`config.mk`:
```
export PLATFORM = sky130hd
export DESIGN_NAME = waypoint_sequencer_flat
export DESIGN_NICKNAME = d
export VERILOG_FILES = /design/src/rtl/waypoint_sequencer_if.sv /design/src/rtl/waypoint_sequencer.sv /design/src/flat_wrapper.sv
export SDC_FILE = /design/constraint.sdc
export NUM_CORES = 1
export LEC_CHECK = 0
export BUFFER_PORTS_ARGS = -buffer_cell sky130_fd_sc_hd__clkbuf_2
export CORE_UTILIZATION = 49
export DETAILED_ROUTE_END_ITERATION = 10
export PLACE_DENSITY = 0.67
export RECOVER_POWER = 100
export SYNTH_ARGS = -nofsm -noshare
export SYNTH_HDL_FRONTEND = slang
export SYNTH_SLANG_ARGS = --single-unit
```
`constraint.sdc`:
```
create_clock -name outclk -period 2.7 [get_ports outclk]
set_input_delay 0.405 -clock outclk [delete_from_list [all_inputs] [get_ports outclk]]
set_output_delay 0.405 -clock outclk [all_outputs]
set_load 0.03 [all_outputs]
```
`src/rtl/waypoint_sequencer_if.sv`:
```
`default_nettype none
// ============================================================================
// Module      : waypoint_sequencer_if
// Description : Waypoint table write port and motor-drive target/arrival link.
// Revision    : 1.0 - initial release
// ============================================================================
interface waypoint_sequencer_if #(
    parameter int W  = 33,
    parameter int AW = 2
);
    logic          wr_en;
    logic [AW-1:0] wr_addr;
    logic [W-1:0]  wr_x;
    logic [W-1:0]  wr_y;
    logic          arrived;
    logic [W-1:0]  dX;
    logic [W-1:0]  dY;

    modport master (
        output wr_en, wr_addr, wr_x, wr_y, arrived,
        input  dX, dY
    );

    modport slave (
        input  wr_en, wr_addr, wr_x, wr_y, arrived,
        output dX, dY
    );
endinterface
`default_nettype wire

```
`src/rtl/waypoint_sequencer.sv`:
```
`default_nettype none
// ============================================================================
// Module      : waypoint_sequencer
// Description : Steps the motor-drive target through a table of waypoints,
//               dwelling at each one after arrival.
// Revision    : 1.0 - initial release
// ============================================================================
module waypoint_sequencer #(
    parameter int W     = 33,
    parameter int AW    = 2,
    parameter int DWELL = 1000,
    parameter int GUARD = 2
) (
    input  wire logic          outclk,
    input  wire logic          rst_n,
    input  wire logic          start,
    input  wire logic          abort,
    input  wire logic          loop,
    input  wire logic [AW-1:0] wp_last,
    waypoint_sequencer_if.slave bus,
    output logic [AW-1:0]      wp_idx,
    output logic               active,
    output logic               dwelling,
    output logic               done
);
    localparam int c_NWP = 2 ** AW;
    localparam int c_GW  = $clog2(GUARD + 1);
    localparam int c_DW  = (DWELL > 1) ? $clog2(DWELL) : 1;

    localparam logic [1:0] c_IDLE  = 2'd0;
    localparam logic [1:0] c_DRIVE = 2'd1;
    localparam logic [1:0] c_DWELL = 2'd2;
    localparam logic [1:0] c_DONE  = 2'd3;

    logic [1:0]      r_state;
    logic [AW-1:0]   r_wp_idx;
    logic [W-1:0]    r_dx;
    logic [W-1:0]    r_dy;
    logic            r_loop;
    logic [AW-1:0]   r_last;
    logic [c_GW-1:0] r_guard;
    logic [c_DW-1:0] r_dwell;
    logic [W-1:0]    r_tab_x [c_NWP];
    logic [W-1:0]    r_tab_y [c_NWP];

    logic            w_idle_like;
    logic [AW-1:0]   w_next_idx;

    assign w_idle_like = (r_state == c_IDLE) || (r_state == c_DONE);
    assign w_next_idx  = r_wp_idx + AW'(1);

    assign bus.dX   = r_dx;
    assign bus.dY   = r_dy;
    assign wp_idx   = r_wp_idx;
    assign active   = (r_state == c_DRIVE) || (r_state == c_DWELL);
    assign dwelling = (r_state == c_DWELL);
    assign done     = (r_state == c_DONE);

    always_ff @(posedge outclk or negedge rst_n) begin
        if (!rst_n) begin
            r_state  <= c_IDLE;
            r_wp_idx <= '0;
            r_dx     <= '0;
            r_dy     <= '0;
            r_loop   <= 1'b0;
            r_last   <= '0;
            r_guard  <= '0;
            r_dwell  <= '0;
            for (int i = 0; i < c_NWP; i++) begin
                r_tab_x[i] <= '0;
                r_tab_y[i] <= '0;
            end
        end else begin
            // Table is only writable while no run is in progress.
            if (w_idle_like && bus.wr_en) begin
                r_tab_x[bus.wr_addr] <= bus.wr_x;
                r_tab_y[bus.wr_addr] <= bus.wr_y;
            end

            if (abort) begin
                r_state <= c_IDLE;
            end else begin
                case (r_state)
                    c_IDLE, c_DONE: begin
                        if (start) begin
                            r_loop   <= loop;
                            r_last   <= wp_last;
                            r_wp_idx <= '0;
                            r_dx     <= r_tab_x[0];
                            r_dy     <= r_tab_y[0];
                            r_guard  <= c_GW'(GUARD);
                            r_state  <= c_DRIVE;
                        end
                    end
                    c_DRIVE: begin
                        if (r_guard != '0) begin
                            r_guard <= r_guard - 1'b1;
                        end else if (bus.arrived) begin
                            r_dwell <= c_DW'(DWELL - 1);
                            r_state <= c_DWELL;
                        end
                    end
                    c_DWELL: begin
                        if (r_dwell != '0) begin
                            r_dwell <= r_dwell - 1'b1;
                        end else if (r_wp_idx != r_last) begin
                            r_wp_idx <= w_next_idx;
                            r_dx     <= r_tab_x[w_next_idx];
                            r_dy     <= r_tab_y[w_next_idx];
                            r_guard  <= c_GW'(GUARD);
                            r_state  <= c_DRIVE;
                        end else if (r_loop) begin
                            r_wp_idx <= '0;
                            r_dx     <= r_tab_x[0];
                            r_dy     <= r_tab_y[0];
                            r_guard  <= c_GW'(GUARD);
                            r_state  <= c_DRIVE;
                        end else begin
                            r_state <= c_DONE;
                        end
                    end
                    default: r_state <= c_IDLE;
                endcase
            end
        end
    end
endmodule
`default_nettype wire
```
`src/flat_wrapper.sv`:
```
// flat-port wrapper written by rule: the top's interface ports become plain ports
module waypoint_sequencer_flat 
#(
    parameter int W     = 33,
    parameter int AW    = 2,
    parameter int DWELL = 1000,
    parameter int GUARD = 2
)
  (outclk, rst_n, start, abort, loop, wp_last, wp_idx, active, dwelling, done, bus_wr_en, bus_wr_addr, bus_wr_x, bus_wr_y, bus_arrived, bus_dX, bus_dY);
  waypoint_sequencer_if #(.W(W), .AW(AW)) bus_i ();
  input  wire logic outclk;
  input  wire logic rst_n;
  input  wire logic start;
  input  wire logic abort;
  input  wire logic loop;
  input  wire logic [AW-1:0] wp_last;
  output logic [AW-1:0] wp_idx;
  output logic active;
  output logic dwelling;
  output logic done;
  input wire logic [$bits(bus_i.wr_en)-1:0] bus_wr_en;
  input wire logic [$bits(bus_i.wr_addr)-1:0] bus_wr_addr;
  input wire logic [$bits(bus_i.wr_x)-1:0] bus_wr_x;
  input wire logic [$bits(bus_i.wr_y)-1:0] bus_wr_y;
  input wire logic [$bits(bus_i.arrived)-1:0] bus_arrived;
  output wire logic [$bits(bus_i.dX)-1:0] bus_dX;
  output wire logic [$bits(bus_i.dY)-1:0] bus_dY;
  assign bus_i.wr_en = bus_wr_en;
  assign bus_i.wr_addr = bus_wr_addr;
  assign bus_i.wr_x = bus_wr_x;
  assign bus_i.wr_y = bus_wr_y;
  assign bus_i.arrived = bus_arrived;
  assign bus_dX = bus_i.dX;
  assign bus_dY = bus_i.dY;
  waypoint_sequencer #(.W(W), .AW(AW), .DWELL(DWELL), .GUARD(GUARD)) u_core (.outclk(outclk), .rst_n(rst_n), .start(start), .abort(abort), .loop(loop), .wp_last(wp_last), .bus(bus_i), .wp_idx(wp_idx), .active(active), .dwelling(dwelling), .done(done));
endmodule
```
==> summary.txt <==
Setup path
  • CP Cell Sequence: inv_1 -> ha_1 -> or3b_1 -> o31a_2 -> buf_4 -> or4_1 -> o22a_1
  • Critical path peak fanout: 40
  • WP data arrival: 3.00 ns
  • Worst reg2reg setup slack: 0.1 ns
  • Setup CP Type: reg2reg
  • Element type at the critical path start: flip-flop
  • Critical-path top delay cell: or4_1
  • Critical Path RT: 3.10 ns
  • Max stage delay on crit path: 0.58 ns
  • Crit path capture type: flip-flop

GRT
  • Total grt overflow: 0
  • Vias in the first global route: 10921
  • First-pass GRT wire length: 61.0 mm
  • Largest net degree at the start of global routing: 77
  • Initial antenna violation count: 3
  • Tot GR Track Use: 23.7%

Timing
  • Sum Neg Setup Slack: 0 ns
  • Max Freq: 0.384 GHz
  • Worst slew margin: 15.8%
  • Setup violators final: 0
  • Final Slew Violations: 0
  • Clk_skew: 0.0239 ns
  • Final Hold Fails: 0
  • RSZ-0062 raised after global routing: no
  • Final period util: 96.3%
  • Tightest Pin Transition: 1.26 ns
  • Final worst path period need: 2.60 ns

Pwr
  • Overall Power: 0.0213 W
  • Logic pwr share: 31.6%
  • PwrDens: 1180 mW/mm^2
  • Sw frac: 33.1%
  • Leakage: 7.56 nW
  • P_int: 0.0142 W
  • Worst IR Drop VDD: 0.000819 V
  • Flop pwr share: 43.8%
  • Clk pwr share: 24.6%
  • Sw power: 0.00704 W

Final layout
  • Nets: 1373
  • Post-route cell area: 0.0179 sq mm
  • FILL cells: 2498
  • N_diodes: 0
  • Share of post-route cells with drive strength above 1: 40.8%
  • Final core occ: 58.2%
  • Area grow syn2layout: 16.2%

Status
  • Failing checks: design-rule violations
  • Outcome: finished, violations left

Route
  • Drt first pass iters: 8
  • Via/cell ratio: 6.04
  • Vias post-DR: 10345
  • Wire per inst: 22.1 um
  • Total wire length: 37.8 mm
  • Drc violations: 11
  • Final antenna-violating net count: 0
  • Initial DRC count: 573

Clock tree
  • Root buffer cell: clkbuf_16
  • Clk slew on worst S/H paths: 0.06 ns
  • Worst-Skew Late Latency: 0.53 ns
  • CTS tree: yes
  • H-tree depth: 2
  • Cts bufs inserted: 39
  • Deepest clock path buffer count: 3
  • # clock sinks: 349

Yosys
  • Post-synthesis adder-cell area fraction: 0.405%
  • Mux share of post-synthesis cell area: 24.3%
  • Synthesized instance count: 1159
  • Number of synthesized flops with an enable pin: 0
  • Synth Flop Type: dfrtp_1
  • Simple-Gate Fraction of Synth Area: 4.29%
  • Mean Syn Cell Area: 13.3 sq um
  • Syn nets: 1241
  • Synthesis Warnings: 0
  • Distinct cells, synth: 50
  • Netlist Area Pre-Place: 0.0154 sq mm
  • XOR/XNOR Fraction of Synth Area: 0.113%
  • Largest family of logic cells by synthesized area: multiplexers
  • Seq/Total Area, Yosys: 56.5%
  • Synth Area in Compound Gates: 11.5%
  • #FFs+latches synth: 349
  • Ys async rst share: 100%

Floorplan
  • I/O pins: 148
  • Die Width: 180 um
  • Chip height: 180 um
  • Rows: 64
  • Core Region: 0.0308 sq mm
  • Starting Density: 50.1%
  • DIE AREA: 0.0322 sq mm

Run
  • # Max-Cap Violations: 0

Place
  • IO Port Bufs: 147
  • Post-DP Area: 0.0169 sq mm
  • Final GP Congestion: 0.769
  • Detailed Place HPWL: 22.3 mm

Hold path
  • HP Class: in2reg
power by group through the flow:
stage / Clock, W / Combinational [W] / Sequential (W)
finish: 0.00523 / 0.00671 / 0.00932
global route: 0.00554 / 0.00726 / 0.00963
CTS: 0.00534 / 0.00686 / 0.00929
detailed placement: 0 / 0.00683 / 0.00935
global placement: 0 / 0.00662 / 0.00925
floorplan: 0 / 0.00434 / 0.00978
what timing repair did:
action                                 in CTS  in global routing
endpoints found under the hold margin      67                  0
resized for setup                           0                  7
hold buffers                                1                  0
buffers inserted                            0                  0
setup endpoints to repair                   0                 11
routing by layer:
layer | up-vias | global-route usage [%] | share of wire, %
met5 | - | 0 | 0.10
met4 | 6 | 6.17 | 1.9
met3 | 64 | 4.74 | 5.5
met2 | 268 | 39.3 | 48
met1 | 5353 | 31.8 | 45
li1 | 4654 | - | -
state kept, by name (all words and copies together) (netlist names):
register / count
u_core.r_loop: 1
u_core.r_last: 2
u_core.r_tab_y: 132
u_core.wp_idx: 2
u_core.r_state: 2
u_core.bus.dY: 33
u_core.r_guard: 2
u_core.r_dwell: 10
u_core.bus.dX: 33
u_core.r_tab_x: 132
cells in the mapped netlist, types with 2 or more instances:
cell type	instances	area, sq um
a211oi_1	2	15.0
a21oi_1	10	50.1
and2_1	2	12.5
and3_1	2	12.5
and4_1	2	17.5
buf_1	4	15.0
buf_6	3	33.8
clkbuf_1	90	338
dfrtp_1	349	8730
ha_1	5	62.6
inv_1	13	48.8
mux2_2	333	3750
nand2_1	4	15.0
nand2b_1	6	37.5
nand3_1	7	35.0
nand4_1	3	18.8
nor2_1	5	18.8
nor2b_1	3	18.8
nor3_1	70	350
nor3b_1	5	37.5
nor4b_1	2	17.5
o211ai_1	2	15.0
o21a_1	2	15.0
o21ai_0	5	25.0
o22ai_1	68	425
o31ai_1	116	871
o31ai_2	18	225
or3_1	5	31.3
xor2_1	2	17.5
cells by family (layout without fill, tap and decap cells):
group	count (synthesis)	count (layout)
fa+ha+maj	5	5
buf+inv	110	267
mux	334	334
compound gates	238	238
xor+xnor	2	2
simple gates	121	121
flops	349	349
stage by stage:
stage                     instances  worst slack [ns]  hold slack [ns]
after detailed placement       1644             0.102            0.451
after global routing           1712           0.00920            0.137
after floorplan                1159             0.338            0.109
after global placement         1644             0.151            0.444
final                          1712            0.0988            0.150
after CTS                      1711            0.0701            0.128
cell usage in the layout (no fill, tap or decap), types with 13 or more instances in the layout:
cell,n
o31ai_1,111
mux2_2,333
clkbuf_1,83
dfrtp_1,348
nor3_1,70
o31ai_2,22
clkbuf_16,41
o22ai_1,68
inv_1,13
clkbuf_2,89
layout make-up:
class / count / area, sq um / share of cell area, %
clock buffer: 56 / 1120 / 6.25
multi-input combinational: 700 / 6360 / 35.5
inverter: 13 / 48.8 / 0.272
timing repair buffer: 188 / 1030 / 5.77
sequential: 349 / 8740 / 48.7
clock inverter: 10 / 145 / 0.809
tap: 396 / 495 / 2.76
worst paths after layout:
path | end | depth (start not counted) | from
worst max register to register | u_core.r_guard[1]$_DFFE_PN0P_ | 7 | u_core.r_dwell[0]$_DFFE_PN0P_
worst min register to register | u_core.r_tab_x[19]$_DFFE_PN0P_ | 1 | u_core.r_tab_x[19]$_DFFE_PN0P_
max in group asynchronous | u_core.r_tab_y[0]$_DFFE_PN0P_ | 3 | rst_n
worst min-delay path | u_core.r_tab_x[24]$_DFFE_PN0P_ | 2 | bus_wr_x[24]
min in group asynchronous | u_core.r_tab_y[16]$_DFFE_PN0P_ | 2 | rst_n
worst max-delay path | u_core.r_guard[1]$_DFFE_PN0P_ | 7 | u_core.r_dwell[0]$_DFFE_PN0P_
worst max-delay path, delay by kind of cell (launching register included):
| kind | cells | cell delay [ns] |
|---|---|---|
| AND/OR/NAND/NOR | 2 | 0.98 |
| AO/OA/AOI/OAI | 2 | 0.55 |
| flip-flops | 1 | 0.41 |
| buffers and inverters | 2 | 0.37 |
| adder cells (fa/ha/maj) | 1 | 0.18 |
Note: power is estimated with default switching activity, not from simulation.
